===== config.mk =====
export PLATFORM = sky130hd
export DESIGN_NAME = w_mem_scheduler
export DESIGN_NICKNAME = d
export VERILOG_FILES = /design/src/rtl/w_mem_scheduler_pkg.sv /design/src/rtl/w_mem_rr_arb.sv /design/src/rtl/w_mem_scheduler.sv
export SDC_FILE = /design/constraint.sdc
export NUM_CORES = 1
export LEC_CHECK = 0
export CAP_MARGIN = 20
export CELL_PAD_IN_SITES_DETAIL_PLACEMENT = 1
export CELL_PAD_IN_SITES_GLOBAL_PLACEMENT = 1
export CORE_ASPECT_RATIO = 1.75
export CORE_MARGIN = 2
export CORE_UTILIZATION = 33
export CTS_CLUSTER_DIAMETER = 120
export DETAILED_ROUTE_END_ITERATION = 8
export PLACE_DENSITY_LB_ADDON = 0.1
export SETUP_SLACK_MARGIN = 0.2
export SYNTH_ARGS = -nofsm -noshare
export SYNTH_HDL_FRONTEND = slang
export SYNTH_SLANG_ARGS = --single-unit

===== constraint.sdc =====
create_clock -name clk -period 9.25 [get_ports clk]
set_input_delay 1.85 -clock clk [delete_from_list [all_inputs] [get_ports clk]]
set_output_delay 1.85 -clock clk [all_outputs]
set_load 0.005 [all_outputs]

===== src/rtl/w_mem_scheduler_pkg.sv =====
// Shared definitions for the weight memory scheduler.
//   MODE_CNN : cfg_mode value that selects the CNN read port
//   state_t  : scheduler FSM states
//   grant_t  : identity of the last arbitration winner
package w_mem_scheduler_pkg;

  localparam logic [2:0] MODE_CNN = 3'd1;

  typedef enum logic [1:0] {
    ST_IDLE,
    ST_RUN,
    ST_DRAIN,
    ST_DONE
  } state_t;

  typedef enum logic {
    GNT_READ,
    GNT_WRITE
  } grant_t;

endpackage


===== src/rtl/w_mem_rr_arb.sv =====
// Two-requester round-robin arbiter for the single-ported weight memory.
// The winner of a conflict is the side that did not win the previous one.
// Ports:
//   clk, rst       : clock, async active-high reset
//   req_rd, req_wr : read / write requests
//   gnt_rd, gnt_wr : one-hot (or zero) grants, combinational
module w_mem_rr_arb
  import w_mem_scheduler_pkg::*;
(
  input  logic clk,
  input  logic rst,
  input  logic req_rd,
  input  logic req_wr,
  output logic gnt_rd,
  output logic gnt_wr
);

  grant_t last_grant;
  logic   conflict;

  assign conflict = req_rd & req_wr;

  always_comb begin
    gnt_rd = 1'b0;
    gnt_wr = 1'b0;
    if (conflict) begin
      if (last_grant == GNT_WRITE) gnt_rd = 1'b1;
      else                         gnt_wr = 1'b1;
    end else begin
      gnt_rd = req_rd;
      gnt_wr = req_wr;
    end
  end

  // Only contested cycles move the round-robin pointer.
  always_ff @(posedge clk or posedge rst) begin
    if (rst) begin
      last_grant <= GNT_WRITE;
    end else if (conflict) begin
      last_grant <= gnt_rd ? GNT_READ : GNT_WRITE;
    end
  end

endmodule


===== src/rtl/w_mem_scheduler.sv =====
// Weight memory scheduler: sequences a job's read address stream into the
// CNN or FC read port and arbitrates it against streamer preload writes.
// Ports:
//   clk, reset                       : clock, async active-high reset
//   cfg_start/mode/base_addr/len/repeat : job descriptor, start pulse
//   busy, done                       : job status, one-cycle done pulse
//   wr_valid/ready/addr/data         : streamer write request
//   rd_ready                         : consumer accepts a word
//   rd_valid, rd_last                : read data qualifiers (1 cycle after issue)
//   mem_wr_*_cnn, mem_rd_*, mem_mode : wrapper memory interface
module w_mem_scheduler
  import w_mem_scheduler_pkg::*;
#(
  parameter int ADDR_W = 8,
  parameter int DATA_W = 32,
  parameter int CNT_W  = 16
) (
  input  logic              clk,
  input  logic              reset,
  input  logic              cfg_start,
  input  logic [2:0]        cfg_mode,
  input  logic [ADDR_W-1:0] cfg_base_addr,
  input  logic [CNT_W-1:0]  cfg_len,
  input  logic [CNT_W-1:0]  cfg_repeat,
  output logic              busy,
  output logic              done,
  input  logic              wr_valid,
  output logic              wr_ready,
  input  logic [ADDR_W-1:0] wr_addr,
  input  logic [DATA_W-1:0] wr_data,
  input  logic              rd_ready,
  output logic              rd_valid,
  output logic              rd_last,
  output logic              mem_wr_enable_cnn,
  output logic [ADDR_W-1:0] mem_wr_addr_cnn,
  output logic [DATA_W-1:0] mem_wr_data_cnn,
  output logic              mem_rd_enable,
  output logic [ADDR_W-1:0] mem_rd_addr_cnn,
  output logic [ADDR_W-1:0] mem_rd_addr_fc,
  output logic [2:0]        mem_mode
);

  state_t            state;
  logic [2:0]        mode_q;
  logic [ADDR_W-1:0] base_q;
  logic [ADDR_W-1:0] addr;
  logic [CNT_W-1:0]  len_q;
  logic [CNT_W-1:0]  rep_q;
  logic [CNT_W-1:0]  idx;
  logic [CNT_W-1:0]  pass;
  logic              run;
  logic              arb_gnt_rd;
  logic              arb_gnt_wr;
  logic              rd_grant;
  logic              wr_grant;
  logic              pass_end;
  logic              final_issue;
  logic              sel_cnn;

  assign run = (state == ST_RUN);

  w_mem_rr_arb u_arb (
    .clk    (clk),
    .rst    (reset),
    .req_rd (run & rd_ready),
    .req_wr (wr_valid),
    .gnt_rd (arb_gnt_rd),
    .gnt_wr (arb_gnt_wr)
  );

  assign rd_grant = arb_gnt_rd;
  // The streamer must never see an accept while the block is held in reset.
  assign wr_grant = arb_gnt_wr & ~reset;

  assign pass_end    = (idx == len_q - CNT_W'(1));
  assign final_issue = pass_end && (pass == rep_q - CNT_W'(1));
  assign sel_cnn     = (mode_q == MODE_CNN);

  assign busy = (state != ST_IDLE);
  assign done = (state == ST_DONE);

  assign mem_rd_enable   = rd_grant;
  assign mem_rd_addr_cnn = (rd_grant && sel_cnn)  ? addr : '0;
  assign mem_rd_addr_fc  = (rd_grant && !sel_cnn) ? addr : '0;
  assign mem_mode        = mode_q;

  assign wr_ready          = wr_grant;
  assign mem_wr_enable_cnn = wr_grant;
  assign mem_wr_addr_cnn   = wr_grant ? wr_addr : '0;
  assign mem_wr_data_cnn   = wr_grant ? wr_data : '0;

  always_ff @(posedge clk or posedge reset) begin
    if (reset) begin
      state    <= ST_IDLE;
      mode_q   <= '0;
      base_q   <= '0;
      addr     <= '0;
      len_q    <= '0;
      rep_q    <= '0;
      idx      <= '0;
      pass     <= '0;
      rd_valid <= 1'b0;
      rd_last  <= 1'b0;
    end else begin
      // Wrapper read data is registered, so the qualifiers trail issue by one.
      rd_valid <= rd_grant;
      rd_last  <= rd_grant & final_issue;
      case (state)
        ST_IDLE: begin
          if (cfg_start) begin
            mode_q <= cfg_mode;
            base_q <= cfg_base_addr;
            len_q  <= cfg_len;
            rep_q  <= (cfg_repeat == '0) ? CNT_W'(1) : cfg_repeat;
            addr   <= cfg_base_addr;
            idx    <= '0;
            pass   <= '0;
            state  <= (cfg_len == '0) ? ST_DONE : ST_RUN;
          end
        end
        ST_RUN: begin
          if (rd_grant) begin
            if (final_issue) begin
              state <= ST_DRAIN;
            end else if (pass_end) begin
              pass <= pass + CNT_W'(1);
              idx  <= '0;
              addr <= base_q;
            end else begin
              idx  <= idx + CNT_W'(1);
              addr <= addr + ADDR_W'(1);
            end
          end
        end
        ST_DRAIN: state <= ST_DONE;
        ST_DONE:  state <= ST_IDLE;
        default:  state <= ST_IDLE;
      endcase
    end
  end

endmodule

==> results.sh <==
export IMPL_outcome="finished clean"
export IMPL_placedInstanceArea_sq_mm=0.00767
export IMPL_timing_critical_path_fanout_max=8
export IMPL_reg2reg_slack_ns=4.71
export IMPL_die_area_sq_mm=0.0191
export IMPL_total_core_area_sq_mm=0.0175
export IMPL_final_hold_violation_count=0
export IMPL_synth_top_flop_cell="dfrtp_1"
export IMPL_max_slew_margin_vs_limit_pct=30.8
export IMPL_chipHeight_um=181
export IMPL_max_cap_violations=0
export IMPL_clock_fmax_mhz=180
export IMPL_r2r_end="pass[8]"
export IMPL_drt_first_iter_violations=204
export IMPL_holdBufCountCts=0
export IMPL_synth_cell_area_sq_mm=0.00594
export IMPL_critPathMaxStageDelay_ns=0.53
export IMPL_finalSetupTns_ns=0
export IMPL_synthesis_nets=736
export IMPL_rsz0062_at_grt="no"
export IMPL_whs_ns=0.509
export IMPL_power_per_cell_area_mw_per_mm2=244
export IMPL_vias=5602
export IMPL_floorplan_initialDensity_pct=33.9
export IMPL_critPathSlowestCell="clkdlybuf4s50_1"
export IMPL_crit_chain="clkdlybuf4s50_1 -> o211ai_1 -> nor2_1 -> and2_1 -> clkdlybuf4s50_1"
export IMPL_worst_path_dominant_cell_family="buffers and inverters"
export IMPL_number_of_antenna_violations_at_the_first_check_in_global_routing=0
export IMPL_finalSetupViolations=0
export IMPL_cts_sinks=88
export IMPL_worst_ep_arrival_time_ns=3.71
export IMPL_setup_worst_path_end_class="output port"
export IMPL_yosys_cell_types_count=62
export IMPL_cts_root_to_sink_buffers=2
export IMPL_detail_route_drc_violations=0
export IMPL_core_rowCount=64
export IMPL_post_cts_setup_buffer_count=0
export IMPL_number_of_global_route_vias_before_repair=6250
export IMPL_cts_buffers_inserted=9
export IMPL_total_wirelength_of_the_detailed_routed_design_mm=20.3
export IMPL_grt_pass1_wl_mm=32.8
export IMPL_vdd_ir_drop_worst_mv=0.112
export IMPL_rr_startpoint="len_q[6]"
export IMPL_worst_pin_slew_ns=1.03
export IMPL_post_layout_min_period_ns=5.56
export IMPL_timing_critical_path_mode_cell="clkdlybuf4s50_1"
export IMPL_synth_ff_latch_count=88
export IMPL_num_antenna_cells=0
export IMPL_route_antenna_remaining_nets=0
export IMPL_critical_path_depth=5
export IMPL_htree_num_levels=3
export IMPL_largest_net_degree_at_the_start_of_global_routing=58
export IMPL_synth_seq_area_share_pct=37.1
export IMPL_wire_per_inst_um=20.2
export IMPL_boundaryPins=154
export IMPL_final_setup_skew_ns=0.00854
export IMPL_synth_area_per_cell_sq_um=9.31
export IMPL_global_placement_routability_congestion=0.880
export IMPL_share_of_the_clock_period_used_by_the_worst_path_pct=60.1
export IMPL_place_detailed_hpwl_mm=15.9
export IMPL_post_synthesis_instance_total=638
export IMPL_placement_io_buffers=153
export IMPL_synth_async_reset_ratio_pct=100
export IMPL_drt_pre_antenna_iters=4
export IMPL_worst_setup_path_endpoint="mem_rd_addr_fc[4]"
export IMPL_cp_num_buf_inv=2
export IMPL_clock_latency_ns=0.35
export IMPL_cp_data_required_time_ns=7.40
export IMPL_worst_r2r_cell_count=9
export IMPL_criticalPathCategory="input pin to output port"
export IMPL_fraction_of_final_layout_cells_sized_beyond_drive_strength_1_pct=11.1
export IMPL_finish_instance_area_sq_mm=0.00794
export IMPL_clock_root_buffer="clkbuf_16"
export IMPL_area_growth_syn_to_layout_pct=33.6
export IMPL_grt_usage_pct=21.6
export IMPL_post_cts_resize_count=0
export IMPL_yosysWarningCount=0
export IMPL_hold_path_class="flop to flop"
export IMPL_viasPerCell=5.57
export IMPL_total_leakage_power_nw=3.11
export IMPL_startpoint="rd_ready"
export IMPL_synth_edf_count=0
export IMPL_cts_tree="built"
export IMPL_overall_overflow_remaining_after_global_route=0
export IMPL_clkTransAtPathRegs_ns=0.07
export IMPL_final_nets=868
export IMPL_cp_start_kind="input pin"
export IMPL_finalMaxSlewViolations=0
export IMPL_chipWidth_um=105
## how the worst min path moves through the flow
| stage | startpoint | to | cells past startpoint |
|---|---|---|---|
| floorplan | u_arb.last_grant | u_arb.last_grant | 1 |
| global placement | base_q[1] | base_q[1] | 1 |
| detailed placement | u_arb.last_grant | u_arb.last_grant | 1 |
| CTS | u_arb.last_grant | u_arb.last_grant | 1 |
| global route | u_arb.last_grant | u_arb.last_grant | 1 |
| finish | u_arb.last_grant | u_arb.last_grant | 1 |
## per-layer routing
metal / routed length, um / part of all wire, % / track usage [%]
met1: 6840 / 34 / 20.4
met4: 823 / 4.1 / 10.5
met2: 11500 / 57 / 42.2
met3: 1120 / 5.5 / 5.42
met5: 0 / 0 / 0
## worst reg2reg max path: cells and delay by family, from the launching register on
family | cells | cell delay (ns)
AOI/OAI and AO/OA | 3 | 1.27
buffers and inverters | 1 | 0.25
DFF | 1 | 0.46
and+or+nand+nor | 5 | 2.48
## state kept, by name, indices dropped and copies added, names as in the netlist, 2 cells and up
register	cells
mem_mode	3
base_q	8
pass	16
len_q	16
idx	16
state	2
rep_q	16
addr	8
## report_power, final
part	leakage, nW	switching, mW	total [mW]	internal [mW]
registers	1.11	0.214	0.733	0.518
clock network	0.124	0.162	0.344	0.182
logic	1.88	0.431	0.861	0.430
## layout make-up
cell class | instances | area [sq um]
fill | 2029 | 9600
multi-input combinational | 494 | 3520
sequential | 88 | 2200
timing repair buffer | 161 | 1590
tap | 231 | 289
clock buffer | 9 | 225
inverter | 16 | 61.3
clock inverter | 6 | 45.0
## metrics by stage
step / power (mW) / utilization, % / worst slack (ns) / cells
after floorplan: 1.26 / - / 4.68 / 638
after global placement: 1.57 / 43.7 / 3.78 / 990
after detailed placement: 1.61 / 43.7 / 3.68 / 990
after CTS: 1.97 / 45.3 / 3.68 / 1005
after global routing: 2.08 / 45.3 / 3.52 / 1005
final: 1.94 / 45.3 / 3.69 / 1005
## logic make-up (layout without fill, tap and decap cells)
family                     count (synthesis)  in the layout  synth area share, %
buffers and inverters                     56            192                 3.86
xor gates and xnor gates                  43             43                 6.34
and+or+nand+nor                          251            251                 24.5
AOI/OAI and AO/OA                        126            126                 14.3
muxes                                     64             64                 11.8
adders and majority gates                 10             10                 2.11
DFF                                       88             88                 37.1
## cells in the final DEF (no fill, tap or decap), types with 23 or more instances in the layout
master           count
and2_1              50
o21ai_0             36
mux2_2              48
nand3_1             23
and3_1              25
dfrtp_1             87
xnor2_1             28
clkdlybuf4s50_1    153
nor2_1              29
a21oi_1             32
## synthesized netlist by cell type (all sizes together) (4+ instances only)
cell type / number / area share [%]
xor2: 15 / 2.2
a21oi: 32 / 2.7
inv: 16 / 1.0
nor3: 11 / 0.93
nand2b: 5 / 0.53
xnor2: 28 / 4.1
o2111ai: 5 / 0.74
buf: 14 / 1.2
a221o: 4 / 0.67
o31ai: 6 / 0.76
clkbuf: 26 / 1.6
nor2: 30 / 1.9
nand4: 15 / 1.6
nand2: 19 / 1.2
ha: 10 / 2.1
and2: 50 / 5.3
or2: 8 / 0.84
or3: 15 / 1.6
a2111o: 9 / 1.7
nor4: 18 / 1.9
mux2i: 16 / 2.7
nand3: 23 / 1.9
dfrtp: 87 / 37
o21ai: 38 / 3.2
o2bb2ai: 4 / 0.59
mux2: 48 / 9.1
nor3b: 5 / 0.63
and3: 25 / 2.6
or4: 13 / 1.7
nor2b: 5 / 0.53
(Power assumes the default switching activity.)
